[src/rtl/oldland_dbus_pkg.sv]
// Shared types and constants for the oldland data-bus controller.
// Latency: n/a (declarations only).
// Backpressure: n/a (declarations only).
package oldland_dbus_pkg;

  // Address field that selects the target region.
  localparam int REGION_MSB = 31;
  localparam int REGION_LSB = 28;

  localparam int DEF_TIMEOUT_CYCLES = 16;

  // Controller states, 2-bit encoding.
  typedef enum logic [1:0] {
    ST_IDLE    = 2'd0,
    ST_BUSY    = 2'd1,
    ST_RESP    = 2'd2,
    ST_RELEASE = 2'd3
  } state_e;

  // Request bundle registered onto a slave port.
  typedef struct packed {
    logic [31:0] addr;
    logic [3:0]  bytesel;
    logic        wr_en;
    logic [31:0] wr_val;
  } bus_req_t;

  // Timeout counter width; at least one bit even for tiny limits.
  function automatic int tmo_cnt_w(input int cycles);
    return (cycles <= 2) ? 1 : $clog2(cycles);
  endfunction

  localparam int TMO_CNT_W = tmo_cnt_w(DEF_TIMEOUT_CYCLES);

endpackage

[src/rtl/oldland_bus_timeout.sv]
// Clear/enable cycle counter flagging when a slave has been waited on too long.
// Latency: expired_o is combinational from the registered count.
// Backpressure: none; counts while en_i is high and holds once expired.
module oldland_bus_timeout
  import oldland_dbus_pkg::*;
#(
  parameter int TIMEOUT_CYCLES = DEF_TIMEOUT_CYCLES,
  parameter int CNT_W          = tmo_cnt_w(TIMEOUT_CYCLES)
) (
  input  logic clk,
  input  logic rst_n,
  input  logic clr_i,
  input  logic en_i,
  output logic expired_o
);

  localparam logic [CNT_W-1:0] LAST = CNT_W'(TIMEOUT_CYCLES - 1);

  logic [CNT_W-1:0] cnt_q;
  logic [CNT_W-1:0] cnt_d;

  assign expired_o = (cnt_q == LAST);

  // Next count: clear wins over enable; saturate at the limit so the flag stays up.
  always_comb begin
    cnt_d = cnt_q;
    if (clr_i) begin
      cnt_d = '0;
    end else if (en_i && !expired_o) begin
      cnt_d = cnt_q + CNT_W'(1);
    end
  end

  // Count register.
  always_ff @(posedge clk or negedge rst_n) begin
    if (!rst_n) begin
      cnt_q <= '0;
    end else begin
      cnt_q <= cnt_d;
    end
  end

endmodule

[src/rtl/oldland_dbus_ctrl.sv]
// CPU data-bus controller: decodes RAM/IO region, runs one handshake, returns ack/error.
// Latency: cs one cycle after request; d_ack/d_error the cycle after slave response; unmapped error in 1 cycle.
// Backpressure: single outstanding; d_access is held until d_ack/d_error and must drop before the next request.
module oldland_dbus_ctrl
  import oldland_dbus_pkg::*;
#(
  parameter logic [3:0] RAM_REGION     = 4'h0,
  parameter logic [3:0] IO_REGION      = 4'h8,
  parameter int         TIMEOUT_CYCLES = DEF_TIMEOUT_CYCLES
) (
  input  logic        clk,
  input  logic        rst_n,
  // CPU side
  input  logic [31:0] d_addr,
  input  logic [3:0]  d_bytesel,
  input  logic        d_wr_en,
  input  logic [31:0] d_wr_val,
  input  logic        d_access,
  output logic [31:0] d_data,
  output logic        d_ack,
  output logic        d_error,
  // RAM slave
  output logic        ram_cs,
  output logic [31:0] ram_addr,
  output logic [3:0]  ram_bytesel,
  output logic        ram_wr_en,
  output logic [31:0] ram_wr_val,
  input  logic [31:0] ram_rd_data,
  input  logic        ram_ack,
  // IO slave
  output logic        io_cs,
  output logic [31:0] io_addr,
  output logic [3:0]  io_bytesel,
  output logic        io_wr_en,
  output logic [31:0] io_wr_val,
  input  logic [31:0] io_rd_data,
  input  logic        io_ack,
  input  logic        io_error
);

  state_e      state_q, state_d;
  logic        ram_cs_q, ram_cs_d;
  logic        io_cs_q, io_cs_d;
  bus_req_t    ram_req_q, ram_req_d;
  bus_req_t    io_req_q, io_req_d;
  logic        err_q, err_d;
  logic [31:0] data_q, data_d;
  logic        tmo_clr;
  logic        tmo_en;
  logic        tmo_expired;

  bus_req_t    req_in;
  logic [3:0]  region;

  assign req_in = '{addr: d_addr, bytesel: d_bytesel, wr_en: d_wr_en, wr_val: d_wr_val};
  assign region = d_addr[REGION_MSB:REGION_LSB];

  oldland_bus_timeout #(
    .TIMEOUT_CYCLES(TIMEOUT_CYCLES)
  ) u_timeout (
    .clk      (clk),
    .rst_n    (rst_n),
    .clr_i    (tmo_clr),
    .en_i     (tmo_en),
    .expired_o(tmo_expired)
  );

  // Next-state and datapath decisions for the single-outstanding handshake.
  always_comb begin
    state_d   = state_q;
    ram_cs_d  = ram_cs_q;
    io_cs_d   = io_cs_q;
    ram_req_d = ram_req_q;
    io_req_d  = io_req_q;
    err_d     = err_q;
    data_d    = data_q;
    tmo_clr   = 1'b0;
    tmo_en    = 1'b0;

    unique case (state_q)
      ST_IDLE: begin
        if (d_access) begin
          data_d = '0;
          if (region == RAM_REGION) begin
            ram_req_d = req_in;
            ram_cs_d  = 1'b1;
            tmo_clr   = 1'b1;
            state_d   = ST_BUSY;
          end else if (region == IO_REGION) begin
            io_req_d = req_in;
            io_cs_d  = 1'b1;
            tmo_clr  = 1'b1;
            state_d  = ST_BUSY;
          end else begin
            err_d   = 1'b1;
            state_d = ST_RESP;
          end
        end
      end

      ST_BUSY: begin
        tmo_en = 1'b1;
        // Priority: IO error, then selected-slave ack, then timeout.
        if (io_cs_q && io_error) begin
          err_d   = 1'b1;
          io_cs_d = 1'b0;
          state_d = ST_RESP;
        end else if (ram_cs_q && ram_ack) begin
          data_d   = ram_req_q.wr_en ? 32'h0 : ram_rd_data;
          ram_cs_d = 1'b0;
          state_d  = ST_RESP;
        end else if (io_cs_q && io_ack) begin
          data_d  = io_req_q.wr_en ? 32'h0 : io_rd_data;
          io_cs_d = 1'b0;
          state_d = ST_RESP;
        end else if (tmo_expired) begin
          err_d    = 1'b1;
          ram_cs_d = 1'b0;
          io_cs_d  = 1'b0;
          state_d  = ST_RESP;
        end
      end

      ST_RESP: begin
        state_d = ST_RELEASE;
      end

      ST_RELEASE: begin
        // Held request must drop before another is accepted.
        if (!d_access) begin
          err_d   = 1'b0;
          state_d = ST_IDLE;
        end
      end

      default: begin
        state_d = ST_IDLE;
      end
    endcase
  end

  // State and registered slave-port / response registers.
  always_ff @(posedge clk or negedge rst_n) begin
    if (!rst_n) begin
      state_q   <= ST_IDLE;
      ram_cs_q  <= 1'b0;
      io_cs_q   <= 1'b0;
      ram_req_q <= '0;
      io_req_q  <= '0;
      err_q     <= 1'b0;
      data_q    <= '0;
    end else begin
      state_q   <= state_d;
      ram_cs_q  <= ram_cs_d;
      io_cs_q   <= io_cs_d;
      ram_req_q <= ram_req_d;
      io_req_q  <= io_req_d;
      err_q     <= err_d;
      data_q    <= data_d;
    end
  end

  assign d_ack   = (state_q == ST_RESP) && !err_q;
  assign d_error = (state_q == ST_RESP) && err_q;
  assign d_data  = d_ack ? data_q : 32'h0;

  assign ram_cs      = ram_cs_q;
  assign ram_addr    = ram_req_q.addr;
  assign ram_bytesel = ram_req_q.bytesel;
  assign ram_wr_en   = ram_req_q.wr_en;
  assign ram_wr_val  = ram_req_q.wr_val;

  assign io_cs      = io_cs_q;
  assign io_addr    = io_req_q.addr;
  assign io_bytesel = io_req_q.bytesel;
  assign io_wr_en   = io_req_q.wr_en;
  assign io_wr_val  = io_req_q.wr_val;

endmodule

[config.mk]
export PLATFORM = sky130hd
export DESIGN_NAME = oldland_dbus_ctrl
export DESIGN_NICKNAME = d
export VERILOG_FILES = /design/src/rtl/oldland_dbus_pkg.sv /design/src/rtl/oldland_bus_timeout.sv /design/src/rtl/oldland_dbus_ctrl.sv
export SDC_FILE = /design/constraint.sdc
export NUM_CORES = 1
export LEC_CHECK = 0
export CAP_MARGIN = 10
export CELL_PAD_IN_SITES_DETAIL_PLACEMENT = 0
export CELL_PAD_IN_SITES_GLOBAL_PLACEMENT = 1
export CORE_MARGIN = 2
export CORE_UTILIZATION = 30
export DETAILED_ROUTE_END_ITERATION = 10
export GPL_ROUTABILITY_DRIVEN = 0
export PLACE_DENSITY_LB_ADDON = 0.1
export SLEW_MARGIN = 10
export SYNTH_ARGS = -nofsm -noshare
export SYNTH_HDL_FRONTEND = slang
export SYNTH_HIERARCHICAL = 1
export SYNTH_SLANG_ARGS = --single-unit
[constraint.sdc]
create_clock -name clk -period 1.9 [get_ports clk]
set_clock_uncertainty 0.1 [all_clocks]
set_input_delay 0.38 -clock clk [delete_from_list [all_inputs] [get_ports clk]]
set_output_delay 0.38 -clock clk [all_outputs]
set_load 0.01 [all_outputs]
==> impl_metrics.csv, run 1 <==
group,metric,value,unit
setup_path,crit_fanout,8,
clock_network,cts_made_buffers,17,
setup_path,crit_slowest_cell,"dfrtp_1",
sta,relSlewSlack,0.696,
floorplan,dieWidth,166,um
setup_path,crit_arrival,1.71,ns
sta,finalSetupTns,-34.31,ns
route,drc_errors,0,
yosys,synth_top_area_frac,0.572,
run_status,violations,"setup timing",
yosys,synth.largest_area_cell,"dfrtp_1",
setup_path,cp-end-kind,"output pin",
sta,hold_ws,0.261,ns
route,drt-vias-per-instance,4.71,
clock_network,clk_pin_slew,0.08,ns
finish,n_fill_cell,2230,
setup_path,crit_top_cell,"buf_6",
sta,hold_viol,0,
sta,setup_slack,-0.293,ns
sta,setup_viol,202,
yosys,synthCells,617,
power_and_ir_drop,combinationalPowerShare,0.479,
finish,n_antenna_cell,0,
finish,area_delta_synth_final,77.4,%
global_routing,grt_overflow_total,0,
route,firstDrtPassIters,4,
clock_network,root_buffer,"clkbuf_16",
setup_path,crit_type,"reg2out",
yosys,synth_cell_type_count,37,
clock_network,cts_sinks,179,
power_and_ir_drop,total_power,18.4,mW
clock_network,ctsLongestPathBuffers,2,
setup_path,rr_startpoint,"state_q[0]$_DFFE_PN0P_",
power_and_ir_drop,power_frac_clock,0.186,
finish,multi_input_area,3500,um2
floorplan,fp.dieH,166,um
power_and_ir_drop,p_leak,6.37,nW
yosys,synth-async-reset-ratio,1.00,
yosys,yosysSeqAreaShare,0.572,
sta,rsz0062_at_grt,"yes",
min_path,hp-class,"in2async",
setup_path,max_stage_delay,0.39,ns
sta,max_freq,0.456,GHz
finish,layout_common_cells,"259 x clkdlybuf4s50_1, 178 x dfrtp_1, 107 x mux2_2, 64 x nor3b_1, 50 x buf_6",
route,drtIter0Drc,281,
floorplan,die_area,27400,um2
route,antenna_left,0,
floorplan,num_io_pins,313,
yosys,syn_nets,763,
finish,nets,1165,
clock_network,tritoncts,"yes",
yosys,ys_seq_elements,179,
sta,finalCriticalPeriod,2.19,ns
power_and_ir_drop,seqPwrFrac,0.335,
floorplan,floorplan.initialDensity,0.303,
power_and_ir_drop,switching_power,6.16,mW
placement,place_area,11700,um2
clock_network,clkLatencyLatePin,0.43,ns
sta,timing.final.crit_share,1.15,
sta,worstMarginPinSlew,0.454,ns
setup_path,critPathLaunch,"state_q[0]$_DFFE_PN0P_",
yosys,synth_warnings,6,
global_routing,grt_usage,0.194,
power_and_ir_drop,intPower,12.2,mW
setup_path,cp-start-kind,"register",
yosys,synth-edff-count,0,
sta,slew_violations,0,
yosys,synth_area_leaders,"dfrtp_1 57%, mux2_2 19%, nor3b_1 6.1%, o21ai_0 4.3%, and2_1 3.0%",
finish,regArea,4480,um2
placement,pre_cts_ws,-0.458,ns
global_routing,grt_start_max_net_pins,65,
yosys,synth_flop_cell,"dfrtp_1",
finish,layout_commonest_cell,"clkdlybuf4s50_1",
run_status,status,"complete, but fails checks",
setup_path,cp_cell_sequence,"inv_2 > ha_4 > nor2b_4 > buf_6 > clkbuf_16 > and2_4 > buf_6",
power_and_ir_drop,peakVddDrop,0.731,mV
yosys,syn_area,7830,um2
route,routedWlPerCell,19.9,um
yosys,synth_area_per_cell,12.7,um2
finish,fin_area,13900,um2
floorplan,rows,59,
finish,layout-drive-gt1-share,0.376,
setup_path,worst_ep_required_time,1.42,ns
global_routing,grt_pass1_wl,39900,um
placement,io_buffer_count,312,
floorplan,core,25800,um2
route,drt-total-wl,27200,um
global_routing,grt_pass1_vias,6810,
route,via_count,6429,
power_and_ir_drop,p_per_area,1320,nW/um2
clock_network,htreeDepth,4,
run,drv_cap,0,
global_routing,antenna_found_initial,0,
power_and_ir_drop,p_sw_frac,0.335,
placement,hpwl,17100,um
-- per-layer routing --
layer | track usage | up-vias | share of wire
met5 | 0 | - | 0
met4 | 0.0529 | 0 | 0.018
met3 | 0.0702 | 23 | 0.085
met2 | 0.327 | 240 | 0.49
met1 | 0.234 | 3190 | 0.41
li1 | - | 2976 | -
-- power by group through the flow --
stage          Clock (mW)  Sequential [mW]  Combinational (mW)
6_report             3.42             6.17                8.82
4_1_cts              3.53             6.13                8.09
3_5_place_dp            0             6.14                7.00
2_1_floorplan           0             6.55                2.46
5_1_grt              3.70             6.36                9.44
3_3_place_gp            0             6.06                6.90
-- what timing repair did --
| item | in CTS | in global routing |
|---|---|---|
| hold buffers | 1 | 0 |
| buffers inserted | 34 | 12 |
| hold endpoints to repair | 45 | 0 |
| pin swaps | 22 | 22 |
| setup endpoints to repair | 197 | 225 |
| resized for setup | 277 | 106 |
| gates cloned | 21 | 8 |
-- cells in the mapped netlist (all sizes together) (2+ instances only) --
library cell and count:
ha 7, and3 2, nor3b 64, mux2 133, inv 5, nand2b 4, o21ai 68, a21oi 5
dfrtp 179, or2 2, and2 38, clkbuf 28, nor2b 7, mux2i 4, nand2 36, nor2 2
nand4 3, a2111oi 2, nor3 3, buf 15
-- flip-flops by register name (all words and copies together) (netlist names) --
name             flops
ram_cs               1
io_bytesel           4
ram_bytesel          4
io_cs                1
ram_addr            32
io_wr_val           32
io_addr             32
state_q              2
err_q                1
ram_wr_en            1
io_wr_en             1
ram_wr_val          32
u_timeout/cnt_q      4
data_q              32
-- through the flow --
step / cells / util
final: 1366 / 0.538
after global routing: 1366 / 0.538
after CTS: 1354 / 0.523
after detailed placement: 1271 / 0.453
after global placement: 1271 / 0.453
after floorplan: 617 / -
-- kinds of logic (layout without fill, tap and decap cells) --
logic type	after synthesis	in the layout	synth area share
AND/OR/NAND/NOR	165	165	0.134
buffers and inverters	48	462	0.0300
multiplexers	137	137	0.197
flip-flops	179	179	0.572
AO/OA/AOI/OAI	81	81	0.0559
adder cells (fa/ha/maj)	7	7	0.0112
-- layout make-up --
class | count | share of cell area
Tap cell | 335 | 0.0302
Inverter | 5 | 0.00153
Timing Repair Buffer | 426 | 0.353
Sequential cell | 179 | 0.322
Multi-Input combinational cell | 390 | 0.252
Clock inverter | 14 | 0.0104
Clock buffer | 17 | 0.0306
-- path summary, 6_finish.rpt --
path,endpoint,slack [ns],cells past startpoint
max,d_data[14],-0.29,7
min,data_q[9]$_DFFE_PN0P_,0.26,2
max reg2reg,io_wr_val[22]$_DFFE_PN0P_,-0.26,11
min reg2reg,io_addr[31]$_DFFE_PN0P_,0.37,1
max in group asynchronous,io_addr[28]$_DFFE_PN0P_,0.81,3
min in group clk,io_addr[31]$_DFFE_PN0P_,0.37,1
-- critical path: cells and delay by family (launching register included) --
kind          cells  cell delay [ns]
flops             1             0.39
simple gates      2             0.29
buf+inv           4             0.47
fa+ha+maj         1             0.13
(Power assumes the default switching activity.)
==> run 2, diff against run 1 <==
Settings changed: ABC_CLOCK_PERIOD_IN_PS set to 1900.
==> results of run 2 <==
Same layout as run 1: the final DEF is identical, and so are final timing and power.
==> run 3, diff against run 2 <==
Settings changed: CORE_UTILIZATION 30 to 44, DONT_BUFFER_PORTS set to 1.
==> impl_metrics.csv, run 3 (synthesis results as in run 1) <==
group,metric,value,unit
run_status,status,"complete, but fails checks",
run_status,violations,"hold timing, setup timing",
power_and_ir_drop,p_per_area,1460,nW/um2
sta,hold_viol,179,
setup_path,crit_fanout,8,
floorplan,core,17400,um2
floorplan,floorplan.initialDensity,0.451,
clock_network,clk_pin_slew,0.08,ns
clock_network,tritoncts,"yes",
placement,hpwl,13900,um
sta,hold_ws,-0.469,ns
power_and_ir_drop,p_sw_frac,0.353,
power_and_ir_drop,switching_power,5.56,mW
setup_path,max_stage_delay,0.40,ns
setup_path,crit_slowest_cell,"dfrtp_1",
floorplan,rows,48,
sta,rsz0062_at_grt,"yes",
setup_path,crit_top_cell,"buf_6",
finish,layout_commonest_cell,"dfrtp_1",
power_and_ir_drop,seqPwrFrac,0.443,
finish,post-route-util,0.622,
route,via_count,5408,
finish,layout-drive-gt1-share,0.404,
placement,pre_cts_ws,-0.0666,ns
floorplan,die_area,18900,um2
power_and_ir_drop,power_frac_clock,0.214,
sta,setup_viol,124,
power_and_ir_drop,intPower,10.2,mW
setup_path,cp-start-kind,"register",
power_and_ir_drop,p_leak,4.92,nW
placement,place_area,8290,um2
finish,nets,892,
power_and_ir_drop,peakVddDrop,0.683,mV
global_routing,grt_overflow_total,0,
setup_path,worst_ep_required_time,1.42,ns
placement,io_buffer_count,0,
setup_path,cp_cell_sequence,"inv_2 > buf_6 > ha_4 > nor2b_4 > buf_6 > buf_16 > and2_4",
power_and_ir_drop,combinationalPowerShare,0.342,
sta,setup_slack,-0.331,ns
sta,slew_violations,0,
route,firstDrtPassIters,5,
floorplan,dieWidth,137,um
global_routing,grt_pass1_vias,5641,
finish,area_delta_synth_final,37.9,%
finish,layout_common_cells,"179 x dfrtp_1, 73 x mux2_2, 65 x dlygate4sd3_1, 64 x nor3b_1, 60 x mux2_4",
run,drv_cap,0,
setup_path,crit_arrival,1.75,ns
floorplan,num_io_pins,313,
global_routing,grt_pass1_wl,31500,um
clock_network,htreeDepth,4,
route,antenna_left,0,
clock_network,ctsLongestPathBuffers,2,
setup_path,cp_top_family,"buffers and inverters",
global_routing,antenna_found_initial,4,
floorplan,fp.dieH,137,um
sta,relSlewSlack,0.703,
route,drt-vias-per-instance,5.48,
clock_network,cts_sinks,179,
sta,timing.final.crit_share,1.17,
min_path,hp-class,"in2async",
clock_network,postCtsHoldBufs,65,
sta,max_freq,0.448,GHz
sta,finalCriticalPeriod,2.23,ns
setup_path,reg2reg_slack,-0.16,ns
route,routedWlPerCell,23.6,um
sta,worstMarginPinSlew,0.442,ns
route,drtIter0Drc,163,
setup_path,cp-end-kind,"output pin",
global_routing,grt_start_max_net_pins,180,
clock_network,root_buffer,"clkbuf_16",
setup_path,crit_type,"reg2out",
setup_path,crit_buf_inv,4,
finish,fin_area,10800,um2
route,drc_errors,0,
clock_network,clkLatencyLatePin,0.43,ns
clock_network,cts_made_buffers,17,
global_routing,grt_usage,0.223,
route,drt-total-wl,23300,um
-- run 3: cell types whose count changed in the layout (fill, tap and decap cells not counted), moves of 7 or more --
cell,previous run,this run
buf_12,26,12
buf_6,50,17
clkdlybuf4s50_1,259,0
dlygate4sd3_1,1,65
dlymetal6s2s_1,14,0
mux2_2,107,73
mux2_4,26,60
nand2_1,22,35
nand2_2,10,1
o21ai_2,8,1
-- run 3: stage by stage --
| step | total power, mW | TNS (ns) | instances |
|---|---|---|---|
| after floorplan | 9.01 | 0 | 617 |
| after global placement | 10.2 | -0.102 | 836 |
| after detailed placement | 10.4 | -0.725 | 836 |
| after CTS | 15.0 | -21.12 | 959 |
| after global routing | 16.6 | -23.08 | 985 |
| final | 15.8 | -16.99 | 987 |
-- run 3: timing repair --
action                                  in CTS  in global routing
hold endpoints to repair                   309                179
pin swaps                                   17                 14
endpoints found under the setup margin      83                195
buffers inserted                            18                 19
resized for setup                          131                 57
cloned                                       9                 15
-- run 3: metal layers --
layer,global-route usage,up-vias,routed length [um],share of wire
met5,0,-,0,0
met4,0.0819,0,457,0.020
met3,0.0780,33,2050,0.088
met2,0.387,231,11900,0.51
met1,0.254,2712,8850,0.38
li1,-,2432,-,-
-- run 3: worst paths after layout --
path | startpoint | endpoint | cells after the start
min in group clk | ram_ack | ram_cs$_DFFE_PN0P_ | 3
setup reg to reg | state_q[0]$_DFFE_PN0P_ | data_q[20]$_DFFE_PN0P_ | 12
max in group asynchronous | rst_n | data_q[12]$_DFFE_PN0P_ | 0
hold reg to reg | data_q[22]$_DFFE_PN0P_ | data_q[22]$_DFFE_PN0P_ | 2
hold / removal | rst_n | io_addr[21]$_DFFE_PN0P_ | 0
setup / recovery | state_q[0]$_DFFE_PN0P_ | d_data[22] | 7
-- run 3: final cells by class --
type,instances,area [um2]
Fill cell,1378,6560
Sequential cell,179,4480
Multi-Input combinational cell,390,3530
Timing Repair Buffer,153,1890
Clock buffer,18,429
Tap cell,225,282
Clock inverter,13,143
Inverter,5,26.3
Antenna cell,4,10.0
-- run 3: power groups by stage --
stage / clock [mW] / combinational [mW] / sequential [mW]
after floorplan: 0 / 2.46 / 6.55
after global placement: 0 / 3.26 / 6.98
after detailed placement: 0 / 3.38 / 6.99
after CTS: 3.46 / 4.59 / 6.98
after global routing: 3.61 / 5.82 / 7.15
final: 3.38 / 5.39 / 6.99
==> RTL edit: new RTL, settings of run 1 <==
`data_q` no longer has a reset.
--- a/src/rtl/oldland_dbus_ctrl.sv
+++ b/src/rtl/oldland_dbus_ctrl.sv
@@ -150,3 +150,2 @@
       err_q     <= 1'b0;
-      data_q    <= '0;
     end else begin
@@ -158,4 +157,7 @@
       err_q     <= err_d;
-      data_q    <= data_d;
     end
+  end
+
+  always_ff @(posedge clk) begin
+    data_q <= data_d;
   end
Check against the original RTL: no difference found for any inputs over 4 cycles, from zero or initial values and one cycle with rst_n low; that may be too few to reach the edited logic, so the function may still have changed.
==> RTL edit against run 1 <==
The flow still finishes with violations (negative setup slack); fmax rose by 0.91%; sequential power rose by 1%; setup slack better by 0.020 ns; area after synthesis down 7.0%; total power decreased by 6.7%; final area down 7.2%; wire length fell by 14%; sequential cell count unchanged; synthesized cell count shrank 23%; highest routed layer unchanged.
==> RTL edit: results (changes against run 1) <==
INFO  metric seq_area_frac_synth = 0.6373 (was 0.5720)
INFO  metric syn_inst = 474 (was 617)
INFO  metric largest_net_degree_at_the_start_of_global_routing = 39 (was 65)
INFO  metric finalSetupTns = -33.14 ns (was -34.31 ns)
INFO  metric outcome = finished with violations (unchanged)
INFO  metric routed-via-count = 5474 (was 6429)
INFO  metric fillers = 2034 (was 2230)
INFO  metric wl_per_cell = 19.31 µm (was 19.92 µm)
INFO  metric cp_data_arrival_time = 1.69 ns (was 1.71 ns)
INFO  metric relative_slew_slack = 0.7000 (was 0.6956)
INFO  metric placement.setup.worst_slack = -0.4800 ns (was -0.4578 ns)
INFO  metric globalRouteTotalUtil = 0.1760 (was 0.1939)
INFO  metric final_layout_size_suffix_gt1_frac = 0.3878 (was 0.3763)
INFO  metric min_setup_slack_post_route = -0.2735 ns (was -0.2933 ns)
INFO  metric per_cell_via_count_in_the_routed_design = 4.539 (was 4.706)
INFO  metric violations = negative setup slack (unchanged)
INFO  metric worst_ir_drop_vdd = 0.5704 mV (was 0.7307 mV)
INFO  metric grt_first_pass_wirelength = 34.46 mm (was 39.87 mm)
INFO  metric place.detailed.hpwl = 14.80 mm (was 17.10 mm)
INFO  metric synth_area_leaders = dfrtp_1, mux2_2, edfxtp_1 (was dfrtp_1, mux2_2, nor3b_1)
INFO  metric timing.rr.end = ram_wr_val[23] (was io_wr_val[22])
INFO  metric setup_viol = 230 (was 202)
INFO  metric synth_cell_types = 38 (was 37)
INFO  metric leakage_power_figure = 5.746 nW (was 6.372 nW)
INFO  metric reg2reg_slack = -0.22 ns (was -0.26 ns)
-- RTL edit: cell count changes after synthesis, moves of 19 or more --
| cell | change |
|---|---|
| a22o_1 | +31 |
| clkbuf_1 | -19 |
| dfrtp_1 | -32 |
| edfxtp_1 | +32 |
| nand2_1 | -30 |
| nor3b_1 | -64 |
| o21ai_0 | -64 |
-- RTL edit: per-layer routing --
| layer | track usage | part of all wire | up-vias |
|---|---|---|---|
| met4 | 0.04750 | 0.011 | 0 |
| met3 | 0.06104 | 0.078 | 16 |
| met5 | 0 | 0 | - |
| li1 | - | - | 2517 |
| met2 | 0.2906 | 0.49 | 195 |
| met1 | 0.2208 | 0.42 | 2746 |
-- RTL edit: area by class of cell --
type	count	area [µm²]	share of cell area
multi-input cells	266	2761	0.2143
inverters	5	21.27	0.001650
well taps	324	405.4	0.03145
repair buffers	400	4459	0.3460
flip-flops and latches	179	4639	0.3600
clock buffers	18	439.2	0.03407
clock inverters	14	162.7	0.01262
-- RTL edit: critical path, cell delays in order (launching register included) --
cell	delay, ns
dfrtp_1	0.39
inv_2	0.09
ha_4	0.13
nor2b_4	0.15
buf_6	0.14
buf_16	0.13
and2_4	0.14
buf_6	0.09
-- RTL edit: worst max path at each step --
stage,from,endpoint,cells after the start
after floorplan,state_q[0],ram_addr[22],8
after global routing,state_q[0],d_data[13],7
final,state_q[0],d_data[28],7
after detailed placement,d_addr[29],ram_addr[8],6
after global placement,d_addr[29],ram_addr[4],6
after CTS,state_q[0],d_data[31],8
-- RTL edit: where the power goes --
| group | switching, mW | internal, mW | leakage [nW] |
|---|---|---|---|
| Clock | 1.67 | 1.92 | 0.294 |
| Combinational | 2.76 | 4.55 | 3.19 |
| Sequential | 0.712 | 5.55 | 2.26 |
-- RTL edit: metrics by stage --
step	total power [mW]	hold WS [ns]
global placement	12.75	0.2102
floorplan	8.794	-0.01559
detailed placement	12.89	0.2139
global route	18.09	0.3462
finish	17.16	0.3296
CTS	17.28	0.3237
-- RTL edit: cells by family after synthesis --
family          after synthesis  synth area share
compound gates               50           0.05449
fa+ha+maj                     7           0.01203
buf+inv                      29           0.02303
flops                       179            0.6373
mux                         136            0.2102
simple gates                 73           0.06291
-- RTL edit: repair_timing --
action | 4_1_cts | 5_1_grt
endpoints found under the setup margin | 187 | 237
hold buffers | 1 | 0
setup buffers | 11 | 8
endpoints found under the hold margin | 32 | 0
gates cloned | 14 | 6
pin swaps | 43 | 4
gates resized for setup | 242 | 29
